File: src/rtl/dlx_pkg.sv
// Shared types and constants for the DLX hazard/forwarding logic.
//   sb_entry_t : one scoreboard slot {valid, rd, is_load} for an in-flight instruction.
//   FWD_RF     : forwarding-select value meaning "take the operand from the register file".
//   REG_ZERO   : the hard-wired zero register address.
// rd is stored at a fixed width of SB_RD_W bits so the struct does not depend on the
// register address width chosen by the instantiating module; narrower addresses are
// zero-extended. Register address widths above SB_RD_W are not supported.
package dlx_pkg;

  localparam int unsigned SB_RD_W = 8;

  localparam int unsigned FWD_RF = 0;

  localparam logic [SB_RD_W-1:0] REG_ZERO = '0;

  typedef struct packed {
    logic               valid;
    logic [SB_RD_W-1:0] rd;
    logic               is_load;
  } sb_entry_t;

endpackage

File: src/rtl/dlx_fwd_match.sv
// Combinational nearest-producer search for one source register.
//   entries   : scoreboard, index 0 = EX, DEPTH-1 = oldest tracked stage
//   src       : zero-extended source register address
//   hit       : some entry with index >= MIN_K writes src
//   k         : index of the nearest (smallest-index) such entry
//   available : that entry's result can be forwarded now (not a load still in flight)
// Only the nearest producer is reported; older writers of the same register are shadowed.
module dlx_fwd_match
  import dlx_pkg::*;
#(
  parameter int unsigned DEPTH    = 3,
  parameter int unsigned LOAD_LAT = 1,
  parameter int unsigned MIN_K    = 0,
  parameter int unsigned SEL_W    = $clog2(DEPTH + 1)
) (
  input  sb_entry_t [DEPTH-1:0] entries,
  input  logic [SB_RD_W-1:0]    src,
  output logic                  hit,
  output logic [SEL_W-1:0]      k,
  output logic                  available
);

  // Walk from oldest to youngest so the last match written is the nearest one.
  always_comb begin
    hit       = 1'b0;
    k         = '0;
    available = 1'b0;
    for (int i = int'(DEPTH) - 1; i >= int'(MIN_K); i--) begin
      if (entries[i].valid && (entries[i].rd == src)) begin
        hit       = 1'b1;
        k         = SEL_W'(i);
        available = !entries[i].is_load || (i >= int'(LOAD_LAT));
      end
    end
  end

endmodule

File: src/rtl/dlx_hazard_ctrl.sv
// Hazard and forwarding controller for the DLX pipeline, placed beside the ID stage.
// Tracks the destination registers of the DEPTH stages after ID and produces:
//   stall       : hold PC and IF/ID, inject a bubble into EX (load-use / branch hazards)
//   flush       : squash IF/ID on a taken branch or jump (ex_redirect)
//   fwd_a_sel,
//   fwd_b_sel   : registered EX operand selects, 0 = register file, k = stage k-1 result
//   id_fwd_sel  : combinational ID branch-compare select for rs1, same encoding, k >= 1 only
//   stall_cnt   : saturating count of stall cycles
// Inputs are the decoded ID fields (id_*) and the EX redirect. clk/reset are the system
// clock and a synchronous active-high reset.
module dlx_hazard_ctrl
  import dlx_pkg::*;
#(
  parameter  int unsigned REG_AW   = 5,
  parameter  int unsigned DEPTH    = 3,
  parameter  int unsigned LOAD_LAT = 1,
  parameter  int unsigned CNT_W    = 32,
  localparam int unsigned SEL_W    = $clog2(DEPTH + 1)
) (
  input  logic              clk,
  input  logic              reset,
  input  logic              id_valid,
  input  logic [REG_AW-1:0] id_rs1,
  input  logic [REG_AW-1:0] id_rs2,
  input  logic              id_use_rs1,
  input  logic              id_use_rs2,
  input  logic [REG_AW-1:0] id_rd,
  input  logic              id_reg_wr,
  input  logic              id_is_load,
  input  logic              id_branch,
  input  logic              ex_redirect,
  output logic              stall,
  output logic              flush,
  output logic [SEL_W-1:0]  fwd_a_sel,
  output logic [SEL_W-1:0]  fwd_b_sel,
  output logic [SEL_W-1:0]  id_fwd_sel,
  output logic [CNT_W-1:0]  stall_cnt
);

  sb_entry_t [DEPTH-1:0] sb_q, sb_d;
  logic [SEL_W-1:0]      fwd_a_q, fwd_a_d;
  logic [SEL_W-1:0]      fwd_b_q, fwd_b_d;
  logic [CNT_W-1:0]      cnt_q, cnt_d;

  logic [SB_RD_W-1:0] rs1_ext, rs2_ext, rd_ext;
  assign rs1_ext = SB_RD_W'(id_rs1);
  assign rs2_ext = SB_RD_W'(id_rs2);
  assign rd_ext  = SB_RD_W'(id_rd);

  logic             hit_a, hit_b, hit_br;
  logic [SEL_W-1:0] k_a, k_b, k_br;
  logic             av_a, av_b, av_br;

  dlx_fwd_match #(
    .DEPTH    (DEPTH),
    .LOAD_LAT (LOAD_LAT),
    .MIN_K    (0),
    .SEL_W    (SEL_W)
  ) u_match_rs1 (
    .entries   (sb_q),
    .src       (rs1_ext),
    .hit       (hit_a),
    .k         (k_a),
    .available (av_a)
  );

  dlx_fwd_match #(
    .DEPTH    (DEPTH),
    .LOAD_LAT (LOAD_LAT),
    .MIN_K    (0),
    .SEL_W    (SEL_W)
  ) u_match_rs2 (
    .entries   (sb_q),
    .src       (rs2_ext),
    .hit       (hit_b),
    .k         (k_b),
    .available (av_b)
  );

  // The branch compare happens in ID, so the EX-stage result (k = 0) is never usable.
  dlx_fwd_match #(
    .DEPTH    (DEPTH),
    .LOAD_LAT (LOAD_LAT),
    .MIN_K    (1),
    .SEL_W    (SEL_W)
  ) u_match_br (
    .entries   (sb_q),
    .src       (rs1_ext),
    .hit       (hit_br),
    .k         (k_br),
    .available (av_br)
  );

  logic load_use, br_hazard, issue;

  always_comb begin
    load_use  = (id_use_rs1 && hit_a && !av_a) || (id_use_rs2 && hit_b && !av_b);
    br_hazard = id_branch && hit_a && ((k_a == '0) || !av_a);
    flush     = ex_redirect;
    // Flush wins over stall: the ID instruction is squashed anyway.
    stall     = id_valid && !ex_redirect && (load_use || br_hazard);
    issue     = id_valid && !stall && !flush;
  end

  always_comb begin
    id_fwd_sel = SEL_W'(FWD_RF);
    if (id_valid && id_use_rs1 && hit_br && av_br) begin
      id_fwd_sel = k_br + SEL_W'(1);
    end
  end

  always_comb begin
    sb_d = '0;
    for (int k = 1; k < int'(DEPTH); k++) begin
      sb_d[k] = sb_q[k-1];
    end
    if (issue) begin
      sb_d[0].valid   = id_reg_wr && (rd_ext != REG_ZERO);
      sb_d[0].rd      = rd_ext;
      sb_d[0].is_load = id_is_load;
    end

    // Selects follow the instruction into EX; a bubble always reads the register file.
    fwd_a_d = SEL_W'(FWD_RF);
    fwd_b_d = SEL_W'(FWD_RF);
    if (issue && id_use_rs1 && hit_a && av_a) begin
      fwd_a_d = k_a + SEL_W'(1);
    end
    if (issue && id_use_rs2 && hit_b && av_b) begin
      fwd_b_d = k_b + SEL_W'(1);
    end

    cnt_d = cnt_q;
    if (stall && (cnt_q != '1)) begin
      cnt_d = cnt_q + CNT_W'(1);
    end
  end

  always_ff @(posedge clk) begin
    if (reset) begin
      sb_q    <= '0;
      fwd_a_q <= SEL_W'(FWD_RF);
      fwd_b_q <= SEL_W'(FWD_RF);
      cnt_q   <= '0;
    end else begin
      sb_q    <= sb_d;
      fwd_a_q <= fwd_a_d;
      fwd_b_q <= fwd_b_d;
      cnt_q   <= cnt_d;
    end
  end

  assign fwd_a_sel = fwd_a_q;
  assign fwd_b_sel = fwd_b_q;
  assign stall_cnt = cnt_q;

endmodule

File: config.mk
export PLATFORM = sky130hd
export DESIGN_NAME = dlx_hazard_ctrl
export DESIGN_NICKNAME = d
export VERILOG_FILES = /design/src/rtl/dlx_pkg.sv /design/src/rtl/dlx_fwd_match.sv /design/src/rtl/dlx_hazard_ctrl.sv
export SDC_FILE = /design/constraint.sdc
export NUM_CORES = 1
export LEC_CHECK = 0
export BUFFER_PORTS_ARGS = -buffer_cell sky130_fd_sc_hd__buf_2
export CAP_MARGIN = 25
export CORE_ASPECT_RATIO = 1.5
export CORE_MARGIN = 3
export CORE_UTILIZATION = 30
export DETAILED_ROUTE_END_ITERATION = 12
export SYNTH_ARGS = -nofsm -noshare
export SYNTH_HDL_FRONTEND = slang
export SYNTH_SLANG_ARGS = --single-unit
File: constraint.sdc
create_clock -name clk -period 6.31 [get_ports clk]
set_input_delay 0.631 -clock clk [delete_from_list [all_inputs] [get_ports clk]]
set_output_delay 0.631 -clock clk [all_outputs]
set_load 0.03 [all_outputs]
# After elaboration in Yosys (flattened, before gate mapping)
# Cells that the tools add are included.
# op_classes
n_addsub,4
n_eq_ne,7
mux,15
n_bitwise,3
n_reduce_logical,40
# op_table
op,count
equality test 8 x 5 -> 1 bit,6
"adder 32 x 1 -> 32 bit, second input constant",1
"!= test 32 bit, second input constant",1
logical AND 1 bit,27
two-way mux 2 bit,7
two-way mux 1 bit,8
nonzero test 8 bit,1
"adder 2 x 1 -> 2 bit, second input constant",3
OR reduction 2 bit,3
zero test 1 bit,5
logical OR 1 bit,3
inverter 1 bit,3
zero test 2 bit,1
# totals
register_bits,64
in_bits,24
out_inout_bits,40
word_cells,80

# Depth between registers and ports, before layout
# Gate-level depths: netlist of run 1.
# depth
depth_word,18
depth_mapped,13
depth_no_buf,11

# Hierarchy
# A second synthesis of run 1 with hierarchy kept.
# hier_totals
cells_unflattened,380
area_unflattened_um2,3326.9
# by_module_without_submodules
module,instances,cells_per_inst,area_each_um2,seq_area_each_um2
dlx_hazard_ctrl,1,272,2499.9,1141.1
dlx_fwd_match at u_match_rs1 ...,2,41,310.3,0.0
dlx_fwd_match at u_match_br,1,26,206.4,0.0

# Worst setup path after synthesis of run 1
# Ideal clock, no wire load.
# synth_path
kind,input to output
startpoint,input port id_rs1[3]
endpoint,output port stall
arrival_ns,2.445
required_ns,5.679
setup_slack_ns,3.234
stages,8
path_buffers,1
path_cell_list,xor2_1 nor4_2 and3_1 nand2b_1 ha_1 o311ai_1 clkbuf_1 a21oi_1
# synth_between
elab_chain_cells,10
word_cells_on_any_way,23
cone_classes,eq/ne: 3; mux: 7; reduce/logical: 13
# synth_rtl
item,line,rtl
start: declaration,dlx_hazard_ctrl.sv:23,"input logic [REG_AW-1:0] id_rs1,"
equality test 8 x 5 -> 1 bit,dlx_fwd_match.sv:29,if (entries[i].valid && (entries[i].rd == src)) begin
logical AND 1 bit,dlx_fwd_match.sv:29,
two-way mux 2 bit or two-way mux 1 bit (tied branches) (3 in series),dlx_fwd_match.sv:29,
zero test 2 bit (tied with other cells),dlx_hazard_ctrl.sv:98,br_hazard = id_branch && hit_a && ((k_a == '0) || !av_a);
logical OR 1 bit or logical AND 1 bit (tied branches),"dlx_hazard_ctrl.sv:98, dlx_hazard_ctrl.sv:97",
logical AND 1 bit or logical OR 1 bit (tied branches),"dlx_hazard_ctrl.sv:98, dlx_hazard_ctrl.sv:97",
logical OR 1 bit *,dlx_hazard_ctrl.sv:101,stall = id_valid && !ex_redirect && (load_use || br_hazard);
logical AND 1 bit *,dlx_hazard_ctrl.sv:101,
end: declaration,dlx_hazard_ctrl.sv:32,"output logic stall,"
# Every way passes the cells marked *; elsewhere a longest branch is shown, timed or not.

# Worst setup path in the final report of run 1
# Ends and elaborated chain as after synthesis.

==> results by stage, run 1 <==
Placement:
- Port buffering added 63 buffers.
- Summed over all nets, the half-perimeter wirelength after detailed placement is 5960 µm.
- The routability congestion estimate from global placement is 0.862.
- Including well taps, the total number of placed cells is 495.
- Once placement finished, the instance area stood at 3300 µm².

Pwr:
- The clock group share of total power is 0.407.
- The switching share of power is 0.220.
- The share of total power dissipated in combinational logic is 0.057.
- The internal portion of the total power is 0.000511 W.
- Dividing total power by cell area gives a power density of 191 nW/µm².
- IR analysis of the VDD net gives a maximum drop of 101 µV.
- Summed over all cells, the static leakage comes to 1.44 nW.
- The analysis attributes to net switching a power of ~0.00014 W.
- Of the total power, registers draw 0.536.

GRT:
- After global routing the overflow that remains totals 0.
- The number of global-route vias before repair is 2583.
- The global-route wire length before repair is 12500 µm.
- Across every metal layer, demand over resource in global routing totals 0.142.
- The largest net degree at the start of global routing is 53.
- The initial antenna violation count is 0.

Die:
- After floorplanning, the core was divided into 43 placement rows.
- The floorplan die width is 86.4 µm.
- The floorplan step set the die height to 127 µm.
- The starting density of the core is 0.311.
- The area of the die is ~11000 µm².
- The core area is 9360 µm².
- The boundary pin count is between 60 and 70.

Route:
- The routed wirelength normalized by instance count is 15.2 µm.
- The total length of routed wires is 7670 µm.
- The pre-antenna-repair detailed-routing pass consisted of 4 iterations.
- Detailed routing inserted a total of between 2k and 3k vias.
- The post-route DRC violation count is 0.
- The initial detailed-routing violation count is 194.
- In this run the remaining antenna-violating nets after routing total 0.
- The ratio of routed vias to standard cells is roughly 5.2.

Synthesis:
- The synthesized design spends more area on one cell type than any other, namely sky130_fd_sc_hd__dfxtp_1.
- Counting every net in the synthesized netlist gives 360.
- The most instantiated flip-flop cell in the synthesis netlist is sky130_fd_sc_hd__dfxtp_1.
- The most common cell in the synthesized netlist is sky130_fd_sc_hd__dfxtp_1.
- The Yosys warning count is 0.
- For this run, asynchronously set or reset flops after synthesis account for 0.
- By area the synthesized netlist is led by sky130_fd_sc_hd__dfxtp_1, sky130_fd_sc_hd__xor2_1, sky130_fd_sc_hd__xnor2_1.
- Yosys mapped a number of flops with a built-in enable equal to 0.
- The combined area of all synthesized cells is roughly 2900 µm².
- The mean cell area of the mapped netlist is 8.71 µm².
- The commonest cells after synthesis are sky130_fd_sc_hd__dfxtp_1, sky130_fd_sc_hd__xor2_1, sky130_fd_sc_hd__nand3_1.
- Synthesis inferred 55 register bits.
- The part of the Yosys area used for sequential elements is 0.378.
- The area fraction of the dominant cell type after synthesis is 0.378.
- The count of different cell masters after synthesis is 43.
- The number of instances in the synthesized netlist is approximately 330.

Min path:
- In this run the most critical hold path is launched from sb_d[12].
- The worst hold-check path type is reg -> reg.
- The worst min-delay path endpoint is sb_d[22].
- The cell depth of the worst min-delay path is 1.

STA:
- The worst pin sits at a relative slew slack of 0.382.
- Setup repair after global routing left no endpoint under its margin.
- The final total negative setup slack is 0 ps.
- The tightest hold path in the finished design has a slack of 512 ps.
- The final-report max-slew violation count is 0.
- The post-route clock skew is 8.95 ps.
- The number of hold violations in the final report is 0.
- The final worst-path cycle share is 0.503.
- The minimum period implied by the final worst setup slack is 3170 ps.
- The highest attainable clock frequency is about 320 MHz.
- The total of endpoints with negative setup slack in the final report is 0.
- For the pin with the worst max-slew slack, the measured transition is 920 ps.

CTS:
- The clock drives 55 sinks.
- In this run, CTS created clock tree buffers numbering 5.
- The post-CTS setup buffer count is 0.
- The number of H-tree levels is 2.
- The latest clock arrival within the worst-skew pair is 290 ps.
- The maximum count of clock buffers along a single path is 2.
- The post-CTS clock slew at the launch and capture registers of the worst setup and hold paths is around 70 ps.
- The hold-fix buffer count after cts is 0.
- Once the clock tree was built, the resizer swapped 0 gates to a different size.
- TritonCTS built the clock tree.
- The CTS root buffer is sky130_fd_sc_hd__clkbuf_16.

Setup path:
- Measured in cells, the most critical reg-to-reg path has a length of 10.
- The largest fanout on the critical path is 11.
- The worst endpoint data arrival time is 2540 ps.
- The startpoint identified for the worst register-to-register timing path is sb_d[23].
- The category of the worst setup path launch point is a primary input.
- The sort of element at the end of the critical path is a primary output.
- The critical path is of the in -> out type.
- The register-to-register path setup slack is 3430 ps.
- The worst reg2reg path endpoint is fwd_a_sel[1].
- At the worst endpoint, the required time is 5680 ps.

Status:
- The flow ran to the end, and the final reports show no timing, DRC or antenna violations.

Run:
- The tool flagged a number of max-cap violations equal to 0.

Final layout:
- The antenna cell count is 0.
- The final non-filler cell total is 503.
- The post-layout net count is 416.
- At the end of the flow the core is filled with cells to 0.367.
- Compared with the post-synthesis result, the final layout area differs by 18.2%.
- After routing the design area is 3440 µm².
- Of the cells placed in the final design, the portion with a size suffix greater than 1 is 0.220.
- After filler insertion, the fill cell instance count of the layout stands at 1020.
[critical path, stage by stage]
cell and delay (ps):
sky130_fd_sc_hd__buf_2 130, sky130_fd_sc_hd__xor2_1 140, sky130_fd_sc_hd__nor4_2 310, sky130_fd_sc_hd__and3_1 330
sky130_fd_sc_hd__nand2b_1 160, sky130_fd_sc_hd__ha_1 170, sky130_fd_sc_hd__o311ai_1 110, sky130_fd_sc_hd__buf_4 200
sky130_fd_sc_hd__a21oi_1 120, sky130_fd_sc_hd__buf_2 220
[registers in the layout, summed over array words and instances (netlist names)]
| register | flops |
|---|---|
| fwd_a_sel | 2 |
| stall_cnt | 32 |
| fwd_b_sel | 2 |
| sb_q | 6 |
| sb_d | 13 |
[worst max-delay path by stage]
stage | start | to | cells after the start
after floorplan | id_rs1[3] | stall | 8
after CTS | id_rs1[3] | stall | 10
final | id_rs1[3] | stall | 10
after detailed placement | id_rs1[0] | fwd_a_sel[0] | 11
after global placement | id_rs1[0] | fwd_a_sel[1] | 11
after global routing | id_rs1[3] | fwd_a_sel[1] | 11
[placed cells by master, fill, tap and decap left out, types with 2 or more instances in the layout]
cell	Yosys	layout
sky130_fd_sc_hd__xnor2_1	18	18
sky130_fd_sc_hd__and2_1	13	13
sky130_fd_sc_hd__or3_1	11	11
sky130_fd_sc_hd__mux2_2	3	3
sky130_fd_sc_hd__xor2_1	24	24
sky130_fd_sc_hd__clkbuf_1	9	2
sky130_fd_sc_hd__o21ai_0	16	16
sky130_fd_sc_hd__nand3_1	22	22
sky130_fd_sc_hd__nor2_1	21	21
sky130_fd_sc_hd__nand4_1	8	8
sky130_fd_sc_hd__and4_1	9	9
sky130_fd_sc_hd__a211oi_1	10	10
sky130_fd_sc_hd__a31o_2	2	2
sky130_fd_sc_hd__buf_2	4	63
sky130_fd_sc_hd__nor4_2	2	2
sky130_fd_sc_hd__nor4_1	4	4
sky130_fd_sc_hd__nor3_1	4	4
sky130_fd_sc_hd__buf_4	2	2
sky130_fd_sc_hd__dfxtp_1	55	55
sky130_fd_sc_hd__clkbuf_16	0	5
sky130_fd_sc_hd__nor2b_1	18	18
sky130_fd_sc_hd__or4_1	3	3
sky130_fd_sc_hd__nand2b_1	4	4
sky130_fd_sc_hd__ha_1	2	2
sky130_fd_sc_hd__inv_1	6	6
sky130_fd_sc_hd__nand4_2	2	2
sky130_fd_sc_hd__nand2_1	15	15
sky130_fd_sc_hd__a21oi_1	16	16
sky130_fd_sc_hd__and3_1	16	16
[logic make-up after synthesis]
group | synth area share
AO/OA/AOI/OAI | 0.120
buffers and inverters | 0.0353
XOR/XNOR | 0.126
flip-flops | 0.378
AND/OR/NAND/NOR | 0.319
multiplexers | 0.0116
adder cells (fa/ha/maj) | 0.00860
[through the flow]
step           power (W)  setup slack [ps]
6_report        0.000655              3140
5_1_grt         0.000677              2950
4_1_cts         0.000662              3140
3_5_place_dp    0.000397              3010
3_3_place_gp    0.000397              3070
2_1_floorplan   0.000380              3230
[metal layers]
layer | wire length (µm) | share of wire | global-route usage
met1 | 2930 | 0.38 | 0.154
met2 | 4160 | 0.54 | 0.267
met4 | 178 | 0.023 | 0.0495
met3 | 392 | 0.051 | 0.0253
met5 | 0 | 0 | 0
[layout make-up]
type | count | area, µm² | share of cell area
clock buffer | 7 | 133 | 0.0386
clock inverter | 1 | 5.00 | 0.00146
inverter | 6 | 22.5 | 0.00655
multi-input combinational | 257 | 1710 | 0.496
sequential | 55 | 1100 | 0.320
tap | 112 | 140 | 0.0408
timing repair buffer | 65 | 330 | 0.0961
[power by group through the flow]
stage	sequential, W	clock (W)	combinational, W
floorplan	0.000359	0	0.0000207
global placement	0.000360	0	0.0000370
detailed placement	0.000360	0	0.0000374
CTS	0.000352	0.000273	0.0000374
global route	0.000352	0.000285	0.0000410
finish	0.000352	0.000267	0.0000371
Note: power is estimated with default switching activity, not from simulation.
==> run 2: changes to the inputs <==
--- a/config.mk
+++ b/config.mk
@@ -5,6 +5,7 @@
 export SDC_FILE = /design/constraint.sdc
 export NUM_CORES = 1
 export LEC_CHECK = 0
+export ABC_AREA = 1
 export BUFFER_PORTS_ARGS = -buffer_cell sky130_fd_sc_hd__buf_2
 export CAP_MARGIN = 25
 export CORE_ASPECT_RATIO = 1.5
==> constraint.sdc (replaced) <==
create_clock -name clk -period 3.11 [get_ports clk]
set_input_delay 0.311 -clock clk [delete_from_list [all_inputs] [get_ports clk]]
set_output_delay 0.311 -clock clk [all_outputs]
set_load 0.03 [all_outputs]
==> run 2 against run 1 <==
- power is 120% higher
- critical path type is now reg -> out
- via count is 34% higher
- register-to-register slack lost 2800 ps
- synthesized area is 14% higher
- final cell count up 45%
- global-route usage grew 2.1 points
- wire length is 30% higher
- first-iteration DRC count is 21% lower
- synthesized cell count up 58%
==> results by stage, run 2 <==
Status:
- The run finished with clean final reports.

Route:
- The detailed-router iteration count before antenna repair is 4 (unchanged).
- The number of vias after detailed routing is 3525 (+34%).
- The routed wirelength normalized by instance count was 13.7 µm (-10%).
- The remaining antenna violation count after routing is 0 (unchanged).
- The initial detailed-routing violation count came to 153 (-21%).
- The ratio of routed vias to standard cells is 4.83 (-7.6%).
- The total length of routed wires is 9990 µm (+30%).
- The post-route DRC violation count came to 0 (unchanged).

Synthesis:
- The part of the Yosys area used for sequential elements is 0.333 (-0.0459).
- The count of different cell masters after synthesis is 29 (-33%).
- The mean cell area of the mapped netlist was 6.26 µm² (-28%).
- The share of synthesized area spent on multiplexers came to 0 (-0.0116).
- The most common cell in the netlist is sky130_fd_sc_hd__nand2_1.
- The area fraction of the dominant cell type after synthesis is 0.333 (-0.0459).
- The area share of xor/xnor cells in the synthesized design was 0.0608 (-0.0656).
- The proportion of synthesized flip-flops having asynchronous set or reset is 0 (unchanged).
- The fraction of the mapped netlist area in compound gates is 0.0760 (-0.0445).
- The combined area of all synthesized cells came to 3310 µm² (+14%).
- The adder-cell share of the synthesized area was 0.00756 (-0.00104).
- The count of state elements after synthesis is 55 (unchanged).
- The most instantiated flip-flop cell in the synthesis netlist is sky130_fd_sc_hd__dfxtp_1.
- The top cell type by total area after synthesis is sky130_fd_sc_hd__dfxtp_1.
- The simple-gate share of the synthesized area is 0.417 (+0.0981).
- The number of flops mapped to enable cells by yosys is 0 (unchanged).
- The Yosys warning count was 0 (unchanged).
- The number of instances in the synthesized netlist is 529 (+58%).
- Yosys attributes the largest share of cell area to sky130_fd_sc_hd__dfxtp_1, sky130_fd_sc_hd__nand2_1, sky130_fd_sc_hd__nor2_1.
- Sorting the synthesized cells by how often they occur yields sky130_fd_sc_hd__nand2_1, sky130_fd_sc_hd__nor2_1, sky130_fd_sc_hd__inv_1.
- The main combinational cell family by area after synthesis is simple AND/OR/NAND/NOR gates.
- The synthesized netlist net count is 555 (+54%).

Setup path:
- The timing startpoint of the critical path is sb_d[22].
- The worst-path cell with the longest stage delay is sky130_fd_sc_hd__dfxtp_1.
- The worst endpoint data arrival time is 2300 ps (-240 ps).
- The signal on the critical path passes through inv_1 > nand2_1 > nand2_1 > nor2_1 > nand3_1 > nor2_1 > inv_1 > ha_1 > inv_1 > nand2_1 > nand3_1 > nand2_1 > inv_1 > nor3_1 > buf_2.
- Broken down by cell family, the worst path's largest delay share belongs to simple AND/OR/NAND/NOR gates.
- The required time at the endpoint of the critical path is 2800 ps (-2880 ps).
- The largest fanout on the critical path came to 5 (-6).
- The category of the most critical setup path is reg -> out.
- The number of buffer and inverter instances along the worst setup path was 5 (+2).
- The sort of element at the end of the critical path is a primary output.
- STA classifies the critical path startpoint as a flip-flop.
- The maximum single-stage delay on the critical path is 370 ps (+40 ps).
- The startpoint identified for the worst register-to-register timing path is sb_d[11].

Pwr:
- The leakage power was 1.70 nW (+18%).
- The power per cell area is 371 nW/µm² (+95%).
- The worst voltage drop across the vdd grid is 209 µV (+110%).

Final layout:
- The antenna cell count is 0 (unchanged).
- Leaving out fill and tap cells, the most frequent cells in the layout are sky130_fd_sc_hd__nand2_1, sky130_fd_sc_hd__nor2_1, sky130_fd_sc_hd__inv_1, sky130_fd_sc_hd__buf_2, sky130_fd_sc_hd__dfxtp_1.
- The share of final-layout standard cells stronger than drive strength 1 came to 0.140 (-0.0800).
- The area growth from synthesis to layout is 18.0%.
- The post-layout net count is 611 (+47%).
- The flip-flop count of the largest register after layout is 32 (unchanged).
- The most common cell after layout, fill and taps aside is sky130_fd_sc_hd__nand2_1.
- The design area was 3910 µm² (+14%).

STA:
- The worst hold margin was 238 ps (-274 ps).
- The final worst-path cycle share is 0.839.
- The slew at the pin closest to its max-slew limit is 648 ps (-272 ps).
- Setup repair after global routing left no endpoint under its margin.
- The max-slew headroom at the worst pin is 0.568 (+0.185).
- The final total negative setup slack is 0 ps (unchanged).
- The number of hold violations in the final report is 0 (unchanged).
- The final-report max-slew violation count is 0 (unchanged).
- After layout, the minimum clock period comes to roughly 2600 ps.
- Timing would allow up to 383 MHz.
- The post-route clock skew is 11.7 ps (+2.80 ps).
- The total of endpoints with negative setup slack in the final report is 0 (unchanged).

Min path:
- The worst hold-check path type is in -> reg.
- The launch instance of the worst min-delay path is id_is_load.

CTS:
- The CTS sink count was 55 (unchanged).
- The quantity of gates resized following cts was 0 (unchanged).
- The hold-fix buffer count after cts is 0 (unchanged).
- The number of H-tree levels is 2 (unchanged).
- The CTS root buffer is sky130_fd_sc_hd__clkbuf_16.
- The post-CTS setup buffer count is 0 (unchanged).
- The maximum count of clock buffers along a single path is 2 (unchanged).
- The latest clock arrival within the worst-skew pair came to 300 ps (about the same).
- The CTS tree is done.
- The number of buffers created by CTS is 5 (unchanged).
- The post-CTS clock slew at the launch and capture registers of the worst setup and hold paths is 80 ps (about the same).

GRT:
- The largest net degree at the start of global routing came to 43 (-19%).
- The initial antenna violation count is 0 (unchanged).
- The number of global-route vias before repair is 3410 (+32%).
- The remaining global-route overflow is 0 (unchanged).
- The global-route wire length before repair came to 16300 µm (+30%).
- The global router's overall resource usage is 0.163 (+0.0211).

Placement:
- The routability congestion estimate from global placement is 0.875 (+1.5%).
- The placed instance area was 3730 µm² (+13%).
- The placed wire-length estimate is 7720 µm (+29%).
- The number of I/O port buffers is 63 (unchanged).

Die:
- The starting density of the core was 0.311 (about the same).
- The area of the die is 12400 µm² (+13%).
- The die height is 135 µm (+6.4%).
- The floorplan die width is 91.8 µm (+6.2%).
- The boundary pin count was 64 (unchanged).
- The floorplan row count is 46 (+7.0%).
- The core area was 10600 µm² (+14%).

Run:
- The number of maximum-capacitance violations is 0 (unchanged).
## run 2: layout make-up
cell class,instances,area [µm²]
Clock buffer,5,125
Clock inverter,3,47.5
Fill cell,1208,6740
Inverter,65,244
Multi-Input combinational cell,391,1860
Sequential cell,55,1100
Tap cell,144,180
Timing Repair Buffer,67,345
## run 2: worst paths after layout
| kind | end | slack [ps] | cells after the start |
|---|---|---|---|
| worst max register to register | stall_cnt[5] | 650 | 16 |
| worst min-delay path | sb_d[10] | 240 | 3 |
| worst max-delay path | stall | 500 | 15 |
| worst min register to register | sb_q[29] | 450 | 2 |
## run 2: metrics by stage
step                      worst slack, ps  utilization  power [W]  std cells
after floorplan                       799            -   0.000777        529
after global placement                585        0.351   0.000817        722
after detailed placement              547        0.351   0.000818        722
after CTS                             471        0.367    0.00148        730
after global routing                  281        0.367    0.00151        730
final                                 501        0.367    0.00145        730
## run 2: where the power goes
part	internal (W)	leakage, nW	switching, W	total (W)
logic	0.0000284	1.17	0.0000601	0.0000886
clock network	0.000385	0.0844	0.000264	0.000649
registers	0.000708	0.444	0.00000358	0.000712
## run 2: logic make-up after synthesis
logic type | after synthesis
buf+inv | 83
flops | 55
simple gates | 319
compound gates | 47
xor+xnor | 23
fa+ha+maj | 2
## run 2: worst register-to-register path: stages, from the launching register on
cell and delay [ps]:
sky130_fd_sc_hd__dfxtp_1 380, sky130_fd_sc_hd__inv_1 70, sky130_fd_sc_hd__nand2_1 70, sky130_fd_sc_hd__nand2_1 60, sky130_fd_sc_hd__nor2_1 170, sky130_fd_sc_hd__nand3_1 130, sky130_fd_sc_hd__inv_1 90, sky130_fd_sc_hd__nor2_1 40
sky130_fd_sc_hd__nand2_1 60, sky130_fd_sc_hd__ha_1 150, sky130_fd_sc_hd__inv_1 40, sky130_fd_sc_hd__nand2_1 50, sky130_fd_sc_hd__nand3_1 60, sky130_fd_sc_hd__nand2_1 120, sky130_fd_sc_hd__nand3_2 510, sky130_fd_sc_hd__nand2_1 230
sky130_fd_sc_hd__a21oi_1 80
## run 2: metal layers
metal | vias up | wire, µm | part of all wire | track usage
met5 | - | 0 | 0 | 0
met1 | 1599 | 4180 | 0.42 | 0.182
met2 | 97 | 5100 | 0.51 | 0.305
li1 | 1810 | - | - | -
met4 | 0 | 312 | 0.031 | 0.0636
met3 | 19 | 398 | 0.040 | 0.0268
==> run 3: changes to the inputs <==
==> constraint.sdc (replaced) <==
create_clock -name clk -period 2.3 [get_ports clk]
set_input_delay 0.23 -clock clk [delete_from_list [all_inputs] [get_ports clk]]
set_output_delay 0.23 -clock clk [all_outputs]
set_load 0.03 [all_outputs]
==> run 3 against run 2 <==
- worst hold slack got worse by 82 ps
- clock power increased by 31%
- via count increased by 4.5%
==> results by stage, run 3 (same netlist as run 2, synthesis figures left out) <==
Pwr:
- The leakage power was 1.84 nW (+8.4%).
- The worst voltage drop across the vdd grid is 259 µV (+24%).
- The power per cell area was 459 nW/µm² (+24%).

GRT:
- The global-route wire length before repair is 17000 µm (+4.2%).
- The global router's overall resource usage is 0.172 (+0.00867).
- The initial antenna violation count is 0 (unchanged).
- The largest net degree at the start of global routing is 43 (unchanged).
- The number of global-route vias before repair is 3464 (+1.6%).
- The remaining global-route overflow is 0 (unchanged).

Final layout:
- The most common cell after layout, fill and taps aside is sky130_fd_sc_hd__nand2_1.
- In the layout the commonest cells are sky130_fd_sc_hd__nand2_1, sky130_fd_sc_hd__nor2_1, sky130_fd_sc_hd__buf_2.
- The post-layout net count is 633 (+3.6%).
- The design area was 4260 µm² (+9.0%).
- The share of final-layout standard cells stronger than drive strength 1 is 0.244 (+0.104).
- The final core utilization is 0.400 (+0.0329).
- The final non-filler cell total was 751 (+2.9%).
- From synthesis to final layout, the design area changed by 28.5%.
- The antenna cell count is 0 (unchanged).
- The flip-flop count of the largest register after layout is 32 (unchanged).

STA:
- The final worst-path cycle share is 0.994.
- The worst hold margin was 155 ps (-82.4 ps).
- The highest attainable clock frequency is 437 MHz.
- The number of hold violations in the final report is 0 (unchanged).
- The total of endpoints with negative setup slack in the final report is 0 (unchanged).
- The slew at the pin closest to its max-slew limit is 472 ps (-176 ps).
- Setup repair after global routing could not meet its margin everywhere.
- The max-slew headroom at the worst pin is 0.685 (+0.118).
- The minimum period implied by the final worst setup slack is 2290 ps.
- The final-report max-slew violation count is 0 (unchanged).
- The final total negative setup slack is 0 ps (unchanged).
- The post-route clock skew is 8.95 ps (-2.80 ps).

Min path:
- The worst hold-check path type is in -> reg.
- The path with the worst hold slack has its endpoint at sb_d[11].
- The launch instance of the worst min-delay path is id_rd[0].
- The cell depth of the worst min-delay path is 3 (unchanged).

Run:
- The number of maximum-capacitance violations was 0 (unchanged).

Die:
- The core area is 10600 µm² (unchanged).
- The starting density of the core is 0.311 (unchanged).
- The area of the die is 12400 µm² (unchanged).
- The floorplan row count is 46 (unchanged).
- The die height is 135 µm (unchanged).
- The floorplan die width is 91.8 µm (unchanged).
- The boundary pin count is 64 (unchanged).

Setup path:
- The critical path goes through buf_4 > nand2_2 > nand2_2 > nor2_4 > nand3_2 > inv_2 > nor2_2 > nand2_1 > ha_2 > inv_2 > nand2_2 > nand3_2 > nand2_2 > inv_2 > nor3_2 > buf_4.
- The number of buffer and inverter instances along the worst setup path is 5 (unchanged).
- Broken down by cell family, the worst path's largest delay share belongs to simple AND/OR/NAND/NOR gates.
- The most prevalent standard cell on the critical path is sky130_fd_sc_hd__nand2_2.
- The worst endpoint data arrival time is 2060 ps (-240 ps).
- The largest fanout on the critical path is 4 (-1).
- The required time at the endpoint of the critical path is 2070 ps (-730 ps).
- The category of the most critical setup path is reg -> out.
- The worst setup path is captured at a primary output.
- STA classifies the critical path startpoint as a flip-flop.
- The worst reg2reg path endpoint is stall_cnt[20].
- Tracing the worst setup path back leads to its startpoint at sb_d[13].
- The start of the worst register-to-register path is sb_d[13].
- The depth of the worst register-to-register path is 18 (+2).
- Among all stages on the critical path, the largest delay is contributed by sky130_fd_sc_hd__dfxtp_2.
- The maximum single-stage delay on the critical path is 320 ps (-50 ps).
- The register-to-register path setup slack came to 190 ps (-460 ps).

Placement:
- The placed wire-length estimate is 8120 µm (+5.2%).
- The number of I/O port buffers was 63 (unchanged).
- The total instance count after detailed placement came to 733 (+1.5%).
- The placed instance area is 3840 µm² (+2.9%).
- The routability congestion estimate from global placement is 0.972 (+11%).

Route:
- The number of vias after detailed routing is 3683 (+4.5%).
- The detailed-router iteration count before antenna repair is 5 (+1).
- The post-route DRC violation count is 0 (unchanged).
- The ratio of routed vias to standard cells came to 4.90 (+1.6%).
- The total length of routed wires came to 11300 µm (+13%).
- The remaining antenna violation count after routing is 0 (unchanged).
- The routed wirelength normalized by instance count was 15.1 µm (+10%).
- The initial detailed-routing violation count is 188 (+23%).

CTS:
- The CTS tree is done.
- The CTS sink count came to 55 (unchanged).
- The number of buffers created by CTS came to 5 (unchanged).
- The post-CTS clock slew at the launch and capture registers of the worst setup and hold paths is 70 ps (about the same).
- The maximum count of clock buffers along a single path was 2 (unchanged).
- The latest clock arrival within the worst-skew pair is 300 ps (about the same).
- The CTS root buffer is sky130_fd_sc_hd__clkbuf_16.
- The number of H-tree levels is 2 (unchanged).

Status:
- The flow ran to the end, and the final reports show no timing, DRC or antenna violations.
==> run 3: cell count changes in the layout (fill, tap and decap cells not counted), moves of 3 or more <==
cell / previous run / this run
sky130_fd_sc_hd__dfxtp_1: 55 / 45
sky130_fd_sc_hd__inv_2: 2 / 11
sky130_fd_sc_hd__clkbuf_16: 5 / 8
sky130_fd_sc_hd__nand2_2: 0 / 11
sky130_fd_sc_hd__inv_1: 63 / 54
sky130_fd_sc_hd__buf_4: 4 / 20
sky130_fd_sc_hd__nor2_1: 71 / 62
sky130_fd_sc_hd__nand3_2: 1 / 4
sky130_fd_sc_hd__nand3_1: 19 / 15
sky130_fd_sc_hd__dfxtp_2: 0 / 10
sky130_fd_sc_hd__nor2_2: 2 / 9
sky130_fd_sc_hd__nand2_1: 161 / 150
==> run 3: through the flow <==
step,worst slack [ps],total power [W]
finish,13.5,0.00195
global route,-124,0.00203
CTS,6.62,0.00197
detailed placement,195,0.00111
global placement,146,0.00111
floorplan,70.3,0.00105
==> run 3: cell type report <==
type                    count  area (µm²)
multi-input cells         391        1960
repair buffers             89         598
flip-flops and latches     55        1110
well taps                 144         180
inverters                  65         244
clock inverters             1        30.0
clock buffers               6         129
fillers                  1162        6390
==> run 3: metal layers <==
metal,track usage,routed length (µm),vias to the layer above
li1,-,-,1857
met1,0.187,4440,1690
met2,0.325,6030,117
met3,0.0262,508,19
met4,0.0719,329,0
met5,0,0,-
==> run 3: power breakdown <==
group	switching, W	internal [W]	leakage, nW	total [W]
logic	0.0000941	0.0000463	1.32	0.000140
registers	0.00000507	0.000958	0.448	0.000963
clock network	0.000341	0.000509	0.0769	0.000850
==> run 3: worst max path at each step <==
stage	end	slack (ps)	depth (start not counted)
after floorplan	stall	70	15
after global placement	stall	150	16
after detailed placement	stall_cnt[1]	200	20
after CTS	stall	7	15
after global routing	stall	-120	16
final	stall	10	16
==> run 3: tightest hold or removal path, cell delays in order <==
cell                     delay, ps
sky130_fd_sc_hd__buf_2         100
sky130_fd_sc_hd__inv_1          50
sky130_fd_sc_hd__nor2_1         40
==> run 3: timing repair <==
| item | in CTS | in global routing |
|---|---|---|
| endpoints found under the setup margin | 1 | 37 |
| gates cloned | 0 | 4 |
| hold buffers | 0 | 0 |
| buffers inserted | 0 | 8 |
| pin swaps | 0 | 16 |
| resized for setup | 5 | 47 |
